### config.mk
export PLATFORM = sky130hd
export DESIGN_NAME = obstacle_scheduler
export DESIGN_NICKNAME = d
export VERILOG_FILES = /design/src/rtl/obstacle_scheduler.sv
export SDC_FILE = /design/constraint.sdc
export NUM_CORES = 1
export LEC_CHECK = 0
export CORE_MARGIN = 3
export CORE_UTILIZATION = 52
export CTS_BUF_LIST = sky130_fd_sc_hd__clkbuf_2
export DETAILED_ROUTE_END_ITERATION = 8
export PLACE_DENSITY = 0.85
export SLEW_MARGIN = 30
export SYNTH_ARGS = -nofsm -noshare
export SYNTH_HDL_FRONTEND = slang
export SYNTH_SLANG_ARGS = --single-unit
### constraint.sdc
create_clock -name clk_i -period 2.4 [get_ports clk_i]
set_clock_uncertainty 0.05 [all_clocks]
set_input_delay 0.24 -clock clk_i [delete_from_list [all_inputs] [get_ports clk_i]]
set_output_delay 0.24 -clock clk_i [all_outputs]
set_load 0.01 [all_outputs]
### src/rtl/obstacle_scheduler.sv
`default_nettype none
// ============================================================================
// Module      : obstacle_scheduler
// Description : Obstacle lane sequencer for a side-scrolling game. Each
//               accepted game tick advances an external random-bit
//               generator, reads the random bit back, decides whether to
//               spawn an obstacle and shifts the lane one cell.
//               A tick is accepted only in IDLE. Its lane update is visible
//               four cycles after the tick.
// Ports       : clk_i      - clock, rising edge
//               rst_i      - synchronous active-high reset
//               run_i      - game running enable (sampled in IDLE only)
//               tick_i     - one-cycle game-step strobe
//               rand_i     - random bit, valid one cycle after lfsr_en_o
//               lfsr_en_o  - one-cycle advance pulse for the random source
//               lane_o     - occupancy map, bit 0 newest cell
//               front_o    - cell at the player (lane_o[LANE_W-1])
//               spawn_o    - one-cycle pulse after an obstacle is inserted
//               score_o    - saturating count of obstacles that left the lane
//               overrun_o  - sticky flag, a tick arrived while busy
// Revision    : 1.0 - initial release
// ============================================================================
module obstacle_scheduler #(
    parameter int LANE_W  = 16,
    parameter int MIN_GAP = 3,
    parameter int MAX_GAP = 8
) (
    input  logic              clk_i,
    input  logic              rst_i,
    input  logic              run_i,
    input  logic              tick_i,
    input  logic              rand_i,
    output logic              lfsr_en_o,
    output logic [LANE_W-1:0] lane_o,
    output logic              front_o,
    output logic              spawn_o,
    output logic [15:0]       score_o,
    output logic              overrun_o
);

    typedef enum logic [1:0] {
        S_IDLE   = 2'd0,
        S_REQ    = 2'd1,
        S_WAIT   = 2'd2,
        S_COMMIT = 2'd3
    } state_t;

    localparam logic [3:0]  C_MIN_GAP   = 4'(MIN_GAP);
    localparam logic [3:0]  C_MAX_GAP   = 4'(MAX_GAP);
    localparam logic [15:0] C_SCORE_MAX = 16'hFFFF;

    state_t              state_q,   state_d;
    logic [LANE_W-1:0]   lane_q,    lane_d;
    logic [3:0]          gap_cnt_q, gap_cnt_d;
    logic [15:0]         score_q,   score_d;
    logic                rand_q,    rand_d;
    logic                spawn_q,   spawn_d;
    logic                overrun_q, overrun_d;
    logic                lfsr_en_w;
    logic                spawn_w;

    // Spawn decision uses the gap count as it stood before this commit.
    assign spawn_w = ((gap_cnt_q >= C_MIN_GAP) && rand_q) || (gap_cnt_q >= C_MAX_GAP);

    always_comb begin
        state_d   = state_q;
        lane_d    = lane_q;
        gap_cnt_d = gap_cnt_q;
        score_d   = score_q;
        rand_d    = rand_q;
        spawn_d   = 1'b0;
        overrun_d = overrun_q;
        lfsr_en_w = 1'b0;

        case (state_q)
            S_IDLE: begin
                if (tick_i && run_i) begin
                    state_d = S_REQ;
                end
            end
            S_REQ: begin
                lfsr_en_w = 1'b1;
                state_d   = S_WAIT;
            end
            S_WAIT: begin
                rand_d  = rand_i;
                state_d = S_COMMIT;
            end
            S_COMMIT: begin
                lane_d  = {lane_q[LANE_W-2:0], spawn_w};
                spawn_d = spawn_w;
                if (spawn_w) begin
                    gap_cnt_d = 4'd0;
                end else if (gap_cnt_q < C_MAX_GAP) begin
                    gap_cnt_d = gap_cnt_q + 4'd1;
                end
                // The front cell is about to shift out: one obstacle passed.
                if (lane_q[LANE_W-1] && (score_q != C_SCORE_MAX)) begin
                    score_d = score_q + 16'd1;
                end
                state_d = S_IDLE;
            end
            default: begin
                state_d = S_IDLE;
            end
        endcase

        // Any tick seen while a previous one is still in flight is lost;
        // run_i is irrelevant here because the sequence is already committed.
        if (tick_i && (state_q != S_IDLE)) begin
            overrun_d = 1'b1;
        end
    end

    always_ff @(posedge clk_i) begin
        if (rst_i) begin
            state_q   <= S_IDLE;
            lane_q    <= '0;
            gap_cnt_q <= 4'd0;
            score_q   <= 16'd0;
            rand_q    <= 1'b0;
            spawn_q   <= 1'b0;
            overrun_q <= 1'b0;
        end else begin
            state_q   <= state_d;
            lane_q    <= lane_d;
            gap_cnt_q <= gap_cnt_d;
            score_q   <= score_d;
            rand_q    <= rand_d;
            spawn_q   <= spawn_d;
            overrun_q <= overrun_d;
        end
    end

    // Decoded straight from the REQ state so the advance pulse lines up with
    // the cycle after tick acceptance and can never repeat for one tick.
    assign lfsr_en_o = lfsr_en_w;
    assign lane_o    = lane_q;
    assign front_o   = lane_q[LANE_W-1];
    assign spawn_o   = spawn_q;
    assign score_o   = score_q;
    assign overrun_o = overrun_q;

endmodule
`default_nettype wire

* Yosys cells after proc, flatten, opt, wreduce, memory -nomap -nowiden
Cells that the tools add are included.
** Storage, ports and cells
- Bits in registers :: 41
- Input port bits :: 5
- Output and inout port bits :: 36
- Word-level logic and storage cells :: 34
** Operators by class
- Add/subtract/negate cells :: 2
- Magnitude comparators :: 3
- Equality and inequality tests :: 5
- Muxes and demuxes :: 5
- Bitwise logic cells :: 1
- Reduce and logical (&&, ||, !) cells :: 11
** Operators by type and width (number)
- $add 16x1->16 const B :: 1
- $ne 16x16->1 const B :: 1
- $mux 4 :: 2
- $pmux 2 s4 :: 1
- $add 4x1->4 const B :: 1
- $eq 2x2->1 const B :: 2
- $ge 4x2->1 const B :: 1
- $ge 4x4->1 const B :: 1
- $logic_and 1x1->1 :: 4
- $lt 4x4->1 const B :: 1
- $reduce_and 2->1 :: 2
- $reduce_bool 2->1 :: 2
- $eq 2x1->1 const B :: 1
- $logic_not 2->1 :: 1
- $mux 2 :: 1
- $ne 2x2->1 const B :: 1
- $reduce_or 2->1 :: 1
- $logic_or 1x1->1 :: 1
- $mux 1 :: 1
- $not 1->1 :: 1

* Logic depth before layout (Yosys ltp)
Gate-level depths: netlist of run 1.
- Depth in word-level cells :: 5
- Mapped depth :: 7
- Gate-level depth less buffers :: 5

* Worst setup path before layout of run 1
No wires, ideal clock.
- Path kind :: flip-flop to flip-flop
- Start point :: reg score_q[0] (netlist: score_o[0])
- End point :: reg score_q[1] (netlist: score_o[1])
- Setup time :: 0.115 ns
- Arrival :: 1.645 ns
- Required time :: 2.235 ns
- Setup slack :: 0.591 ns
- Cell stages (with the launch flop) :: 7
- Path buffers :: 1
- Clock period less this slack :: 1.809 ns
- Cells stage by stage :: dfxtp_1 -> ha_1 -> nand4_2 -> nor4_4 -> buf_6 -> nor3b_1 -> o21ba_1
** On the way
- Word-level cells in the longest chain between the ends :: 3
- Elaborated cells on any way between the ends :: 4
- Classes of those cells :: add/sub (1); eq/ne (1); reduce/logical (2)
** Ends and longest elaborated chain
- start: declaration :: line 55 : logic [15:0] score_q, score_d;
- start signal: assignment :: line 128 : score_q <= score_d;
- branches (longest 3 deep; another with $add 16x1->16)
Parallel ways; which one is timed is not known.
A chain may end at the register's enable or synchronous reset.

* Worst setup path after layout of run 1
- Start point :: reg score_q[0] (netlist: score_o[0])
- End point :: reg score_q[3] (netlist: score_o[3])
The elaborated chain is that of the path after synthesis.

==> results.md, run 1 <==
- The total iterations of the first detailed-routing run is 4.
- Synthesis handed over a netlist of 196 instances.
- The kind of cell with the highest combined delay on the critical path is simple AND/OR/NAND/NOR gates.
- From bottom edge to top edge, the die measures 65.6 µm.
- The setup TNS is 0 ps.
- The data arrival time at the worst-slack endpoint is 2280 ps.
- The sum of net half-perimeters after detailed placement is 2640 µm.
- The area of combinational cells with multiple inputs is 950 µm².
- The distinct cell type count of the synthesized netlist is 42.
- For this block, the via count after detailed routing is 1554.
- The final instance area is 2350 µm².
- The count of maximum capacitance violations is 0.
- The fraction of registers with async set/reset is 0%.
- After synthesis the netlist holds a flip-flop and latch count of 41.
- The detail route stage leaves a number of antenna-violating nets equal to 0.
- The clock-pin slew reported for the worst setup and hold paths after clock tree synthesis is 200 ps.
- The cell type contributing the most total cell area after synthesis is dfxtp_1.
- The worst register-to-register path ends at score_o[3].
- The worst path needs 2020 ps of the cycle, external delays included.
- Setup slack on the worst reg-to-reg path comes out at 380 ps.
- Global routing used 19.2% of the available tracks.
- The vias per cell is 5.49.
- The CTS tree is done.
- The share of total power dissipated in combinational logic is 15.9%.
- The I/O pin count is 41.
- The worst setup path endpoint is score_o[3].
- The share of total power dissipated in the clock network is 29.2%.
- The number of buffers on the longest clock path is 2.
- The proportion of synthesized chip area in sequential cells is 44.4%.
- The main flop type after synthesis is dfxtp_1.
- The detailed router finished its first iteration with 71 violations.
- The critical path is of the flop to flop type.
- The number of hold buffers added after CTS was 0.
- Timing would allow up to 495 MHz.
- The total count of max-transition violations in the final report is 0.
- Walking the worst path, the cells encountered are ha_1 > nand4_2 > nor4_4 > buf_4 > or3_1 > a21oi_1.
- The mapped netlist covers 1850 µm².
- The via count of the first global-routing pass came to 1467.
- The initial antenna violation count came to 0.
- The slowest library cell on the worst path is dfxtp_1.
- Once the floorplan was initialized, standard cells occupied 54.5% of the core.
- The post-synthesis area per instance is 9.43 µm².
- Tracing the worst setup path back leads to its startpoint at score_o[0].
- Setup repair after global routing left no endpoint under its margin.
- The startpoint kind of the worst setup timing path is a flop.
- Entering global routing, the biggest net connects 41 pins.
- The flow ran to the end, and the final reports show no timing, DRC or antenna violations.
- After filler insertion, the fill cell instance count of the layout stands at 265.
- The total inserted antenna cells is 0.
- Once placement finished, the instance area stood at 2290 µm².
- For the worst-skew pair, the clock arrives at the later sink with an insertion delay of 410 ps.
- In this run the core area contains 21 standard-cell rows.
- Yosys instantiated no cell more often than dfxtp_1.
- In this run the power density over the cells is 563 nW/µm².
- Synthesis produced a netlist with a net count of 208.
- The number of CTS-inserted buffers is 5.
- The post-route netlist has 6.75% of its cells at a drive strength greater than 1.
- The number of buffers inserted by post-CTS setup repair is 0.
- The sum of buffers and inverters on the critical path is 1.
- The congestion estimate from routability-driven global placement came to 0.835.
- The die covers 4310 µm².
- In this design, the stage delay of the slowest critical-path cell is 490 ps.
- After detailed routing, the total wire length is 3800 µm.
- The tree built by TritonCTS fans out to 41 sinks.
- Sequential cells account for 54.9% of the total power.
- The class of the worst hold path is input port to flop.
- In the synthesized netlist, the cells that appear most often are 41 x dfxtp_1, 26 x nor2_1, 17 x mux2i_1, 16 x a21oi_1, 10 x nand2_1.
- The pin slew with the least headroom to its limit is 385 ps.
- For the worst setup path, the data required time is 2660 ps.
- Along the worst path, the maximum fanout reaches 12.
- In the final routed layout, each cell accounts on average for 13.4 µm.
- In this run the power spent charging and discharging nets is 0.000347 W.
- The signed area change from the synthesized netlist to the final layout is 27.4%.
- The number of buffer cells added on primary ports is 40.
- The core box area is 3390 µm².
- The overall overflow remaining after global route is 0.
- The peak supply drop is 0.000403 V.
- In the post-synthesis netlist, the biggest area contributors are dfxtp_1 44%, mux2i_1 9.2%, nor2_1 5.3%.
- Measured against its own limit, the worst slew margin works out to 74.1%.
- Registers take 821 µm².
- The first global-routing pass estimated 6320 µm of wire.
- The clock root buffer master is clkbuf_2.
- The number of enable flip-flop cells after synthesis is 0.
- The number of setup violations in the final report is 0.
- The post-route fraction of the period consumed by the critical path is 84.2%.
- In this run the static leakage power is 0.837 nW.
- The internal power is 0.000977 W.
- The depth of the critical timing path with buffers and inverters included is 6.
- The startpoint of the lowest-slack register-to-register path is score_o[0].
- The fraction of power spent switching nets is 26.2%.
- The synthesis warning total is 0.
- The remaining routing DRC violations is 0.
- In this run, post-CTS repair resized a total of 0 instances.
- In the final design database the tool counted 249 nets.
- The clock tree synthesis step divided the H-tree into 2 levels.
- The category of the worst setup path capture point is a flop.
- The count of endpoints failing hold in the final timing report is 0.
- The number of cells on the worst reg-to-reg path is 6.
- In this run the biggest area consumer among cell types represents 44.4% of the synthesized area.
- In this run the horizontal extent of the chip is 65.6 µm.
-- cell usage in the layout, fill, tap and decap left out, types with 3 or more instances in the layout --
cell / n
or4_1: 3
ha_1: 7
or3_1: 6
clkdlybuf4s50_1: 40
nor2_1: 26
nand2b_1: 3
o21ai_1: 5
mux2i_1: 17
inv_1: 6
o31ai_1: 4
dfxtp_1: 41
nand2_1: 10
buf_4: 3
clkbuf_2: 5
nor3_1: 3
nand3_1: 4
a21oi_1: 16
nand4_1: 5
-- per-stage QoR --
| stage | worst slack, ps | power, W | cells | util [%] | hold slack [ps] |
|---|---|---|---|---|---|
| final | 380 | 0.00132 | 283 | 69.4 | 400 |
| after global routing | 196 | 0.00139 | 283 | 69.4 | 435 |
| after CTS | 415 | 0.00134 | 283 | 69.4 | 396 |
| after detailed placement | 445 | 0.000947 | 276 | 67.7 | 417 |
| after global placement | 486 | 0.000942 | 276 | 67.7 | 405 |
| after floorplan | 591 | 0.000881 | 196 | - | 335 |
-- sequential cells by signal, summed over array words and instances (netlist names) --
| signal | count |
|---|---|
| lane_o | 16 |
| score_o | 16 |
| gap_cnt_q | 4 |
| state_q | 2 |
| overrun_o | 1 |
| rand_q | 1 |
| spawn_o | 1 |
-- metal layers --
layer | wire, µm | part of all wire, % | global-route usage [%]
met3 | 246 | 6.5 | 8.03
met1 | 1770 | 47 | 23.5
met2 | 1700 | 45 | 29.5
met5 | 0 | 0 | 0
met4 | 80 | 2.1 | 8.03
-- logic make-up after synthesis --
family / after synthesis / synth area share (%)
fa+ha+maj: 7 / 4.74
simple gates: 77 / 24.1
mux: 19 / 10.4
xor+xnor: 2 / 0.948
compound gates: 34 / 11.2
buf+inv: 16 / 4.20
flops: 41 / 44.4
-- tightest hold or removal path, stage by stage --
cell	delay [ps]
clkdlybuf4s50_1	400
mux2i_1	130
nor2_1	50
-- power groups by stage --
stage	Sequential, W	Combinational, W	Clock (W)
floorplan	0.000740	0.000140	0
global placement	0.000739	0.000203	0
detailed placement	0.000742	0.000205	0
CTS	0.000727	0.000213	0.000397
global route	0.000731	0.000235	0.000424
finish	0.000727	0.000210	0.000387
-- final cells by class --
| type | instances | area share, % |
|---|---|---|
| clock buffer | 5 | 1.06 |
| clock inverter | 2 | 1.49 |
| inverter | 6 | 0.957 |
| multi-input combinational | 139 | 40.4 |
| sequential | 41 | 34.9 |
| tap | 46 | 2.45 |
| timing repair buffer | 44 | 18.8 |
-- worst min-delay path by stage --
stage / startpoint / endpoint / slack [ps] / cells past startpoint
after floorplan: tick_i / overrun_o / 330 / 2
after global placement: gap_cnt_q[3] / gap_cnt_q[3] / 400 / 2
after detailed placement: gap_cnt_q[3] / gap_cnt_q[3] / 420 / 2
after CTS: rand_i / rand_q / 400 / 3
after global routing: rand_i / rand_q / 430 / 3
final: rand_i / rand_q / 400 / 3
Note: power is estimated with default switching activity, not from simulation.
==> run 2: changes to the inputs <==
--- a/config.mk
+++ b/config.mk
@@ -6,10 +6,10 @@
 export NUM_CORES = 1
 export LEC_CHECK = 0
 export CORE_MARGIN = 3
-export CORE_UTILIZATION = 52
+export CORE_UTILIZATION = 47
 export CTS_BUF_LIST = sky130_fd_sc_hd__clkbuf_2
 export DETAILED_ROUTE_END_ITERATION = 8
-export PLACE_DENSITY = 0.85
+export PLACE_DENSITY = 0.81
 export SLEW_MARGIN = 30
 export SYNTH_ARGS = -nofsm -noshare
 export SYNTH_HDL_FRONTEND = slang
==> constraint.sdc (replaced) <==
create_clock -name clk_i -period 1.8 [get_ports clk_i]
set_clock_uncertainty 0.05 [all_clocks]
set_input_delay 0.18 -clock clk_i [delete_from_list [all_inputs] [get_ports clk_i]]
set_output_delay 0.18 -clock clk_i [all_outputs]
set_load 0.01 [all_outputs]
==> run 2 against run 1 <==
  * Routed wire length is 2.6% higher
  * Worst hold slack worse by 79 ps
  * Flip-flop and latch count did not move
  * Global-route usage decreased by 0.98 points
  * Final area increased by 5.2%
  * Clock power increased by 35%
  * Via count grew 2.8%
  * Critical path type is now flop to output port
  * Critical endpoint is now front_o
  * Highest routed layer unchanged
==> results.md, run 2 (synthesis results as in run 1) <==
- The run finished with clean final reports.
- The number of buffers on the longest clock path is 2 (unchanged).
- The maximum number of pins on one net before global-route repair is 41 (unchanged).
- The placer's final routability congestion estimate is 0.825 (-1.1%).
- The sum of net half-perimeters after detailed placement is 2770 µm (+4.7%).
- The wire length on met1 was 1760 µm (-0.34%).
- The count of antenna-violating nets left after detailed routing was 0 (unchanged).
- The total count of max-transition violations in the final report is 0 (unchanged).
- The number of CTS-inserted buffers was 5 (unchanged).
- The remaining max-slew budget at the tightest pin was 71.7% (-2.4 points).
- The source of the worst hold timing path is rand_i.
- The total inserted antenna cells came to 0 (unchanged).
- The depth of the CTS H-tree is 2 (unchanged).
- The critical path required time is 1570 ps (-1090 ps).
- For this run, the top clock speed supported by timing is 573 MHz.
- The via count of the first global-routing pass is 1525 (+4.0%).
- The clock root buffer master is clkbuf_2.
- The slowest library cell on the worst path is clkdlybuf4s50_1.
- By startpoint and endpoint, the worst setup path is classified as flop to output port.
- The vertical die dimension is 68.7 µm (+4.7%).
- The total iterations of the first detailed-routing run came to 4 (unchanged).
- The proportion of power drawn by combinational gates is 16.1% (+0.2 points).
- The count of maximum capacitance violations is 0 (unchanged).
- The top cell types in the final layout, fill and taps aside, are 39 x clkdlybuf4s50_1, 35 x dfxtp_1, 25 x nor2_1, 17 x mux2i_1, 16 x a21oi_1.
- The routed wire length per instance came to 13.2 µm (-1.6%).
- The clock network latency to the later pin of the worst-skew pair is 410 ps (about the same).
- The worst hold path terminates at rand_q.
- The fraction of power spent switching nets is 26.0% (-0.19 points).
- The setup TNS is 0 ps (unchanged).
- The class of the worst hold path is input port to flop.
- The global-route usage over all layers is 18.2% (-0.98 points).
- The internal power is 0.00132 W (+35%).
- The overall power is 0.00178 W (+34%).
- The number of instances in the placed design is 287 (+4.0%).
- The maximum fanout along the worst path was 5 (-7).
- The routed wire length is 3900 µm (+2.6%).
- The length of routed met2 wiring is 1830 µm (+7.6%).
- The clock-pin slew reported for the worst setup and hold paths after clock tree synthesis is 190 ps (about the same).
- The initial core utilization is 49.7% (-4.8 points).
- The vias per cell was 5.41 (-1.4%).
- The number of buffers inserted by post-CTS setup repair is 0 (unchanged).
- The startpoint kind of the worst setup timing path is a flop.
- The data arrival time at the worst-slack endpoint is 1520 ps (-760 ps).
- The count of fill cells added during filler insertion is 315 (+19%).
- The highest metal layer carrying signal wires in the routed design is met4.
- The cts-stage hold buffer count was 0 (unchanged).
- The number of buffer cells added on primary ports came to 40 (unchanged).
- The final core utilization is 66.6% (-2.8 points).
- The via total after detailed routing is 1597 (+2.8%).
- The most common library cell in the layout ignoring fill and taps is clkdlybuf4s50_1.
- The count of endpoints failing hold in the final timing report is 0 (unchanged).
- The post-route fraction of the period consumed by the critical path is 97.0%.
- The overall overflow remaining after global route was 0 (unchanged).
- The cell leakage power was 0.903 nW (+7.9%).
- Setup repair after global routing left no endpoint under its margin.
- The final-stage net count is 258 (+3.6%).
- The signed area change from the synthesized netlist to the final layout is 34.0%.
- The peak supply drop is 0.000497 V (+23%).
- The sum of buffers and inverters on the critical path came to 1 (unchanged).
- The starting DRC count in detailed routing is 109 (+54%).
- The kind of cell with the highest combined delay on the critical path is buffers and inverters.
- The initial antenna violation count was 0 (unchanged).
- The switching power total is 0.000463 W (+33%).
- The portion of total power attributed to the clock network is 29.4% (+0.2 points).
- The TritonCTS sink count is 41 (unchanged).
- For the finished layout, the period the worst path requires is 1750 ps.
- The instance area after placement is 2370 µm² (+3.2%).
- The I/O pin count is 41 (unchanged).
- The first-pass GRT wire length came to 6510 µm (+2.9%).
- In this run the critical register-to-register path is launched from score_o[7].
- The part of the power in registers is 54.5% (-0.4 points).
- The area enclosed by the die boundary is 4720 µm² (+9.6%).
- The power per standard cell area came to 719 nW/µm² (+28%).
- The endpoint identified for the worst register-to-register timing path is score_o[12].
- The slack of the worst reg-to-reg path is 70 ps (-310 ps).
- The fraction of final layout cells with drive strength greater than 1 was 15.4% (+8.6 points).
- The remaining routing DRC violations was 0 (unchanged).
- TritonCTS built the clock tree.
- The number of cells traversed by the worst hold path is 3 (unchanged).
- The floorplan row count is 22 (+4.8%).
- The pin slew with the least headroom to its limit came to 419 ps (+33.7 ps).
- The biggest cell delay along the critical path is 600 ps (+110 ps).
- The detailed-routed wire length on met3 is 222 µm (-9.8%).
- The count of placed standard cells in the final layout, fillers left out is 295 (+4.2%).
- The core box area is 3720 µm² (+9.6%).
- The number of cells traversed by the worst register-to-register path is 4 (-2).
- The critical path goes through clkdlybuf4s50_1.
- The horizontal extent of the die is 68.7 µm (+4.7%).
- The worst setup path is captured at an output port.
- The number of setup violations in the final report is 0 (unchanged).
- The final instance area is 2480 µm² (+5.2%).
## run 2: changes by cell type in the layout (fill, tap and decap cells not counted), moves of 2 or more
cell and change:
buf_4 +9, dfxtp_1 -6, dfxtp_2 +6, ha_1 -2, ha_2 +2, nand4_2 -2
nand4_4 +2, nor4_1 -2, nor4_2 +2
## run 2: power groups by stage
stage	logic [W]	clock network [W]	registers [W]
global route	0.000320	0.000568	0.000978
floorplan	0.000187	0	0.000987
detailed placement	0.000295	0	0.000986
CTS	0.000286	0.000538	0.000967
finish	0.000286	0.000524	0.000970
global placement	0.000289	0	0.000983
## run 2: layout make-up
cell class / instances / area, µm² / area share (%)
clock buffers: 6 / 30.0 / 1.21
clock inverters: 2 / 33.8 / 1.36
inverters: 6 / 22.5 / 0.910
multi-input cells: 139 / 992 / 40.1
flip-flops and latches: 41 / 828 / 33.5
well taps: 48 / 60.1 / 2.43
repair buffers: 53 / 509 / 20.6
## run 2: worst max path at each step
stage | end | from | depth (start not counted) | slack (ps)
2_1_floorplan | score_o[1] | score_o[0] | 6 | 10
3_3_place_gp | score_o[12] | score_o[0] | 5 | 60
3_5_place_dp | score_o[12] | score_o[6] | 4 | 20
4_1_cts | score_o[7] | state_q[0] | 5 | 40
5_1_grt | score_o[12] | score_o[7] | 4 | 2
6_report | front_o | lane_o[15] | 1 | 50
## run 2: metrics by stage
step | setup WS [ps] | hold slack [ps]
after floorplan | 11.0 | 275
after global placement | 61.4 | 397
after detailed placement | 17.7 | 411
after CTS | 41.0 | 323
after global routing | 1.97 | 356
final | 53.8 | 321
## run 2: worst register-to-register path, delay by kind of cell (launching register included)
family           cells  cell delay, ps
and+or+nand+nor      3             750
DFF                  1             490
muxes                1             350
## run 2: timing repair
action / 4_1_cts / 5_1_grt
gates cloned: 0 / 0
pin swaps: 0 / 0
gates resized for setup: 3 / 11
setup endpoints to repair: 2 / 12
## run 2: routing by layer
metal / global-route usage [%] / up-vias
met5: 0 / -
met4: 7.30 / 0
met3: 5.67 / 9
met2: 30.3 / 39
met1: 21.7 / 749
li1: - / 800
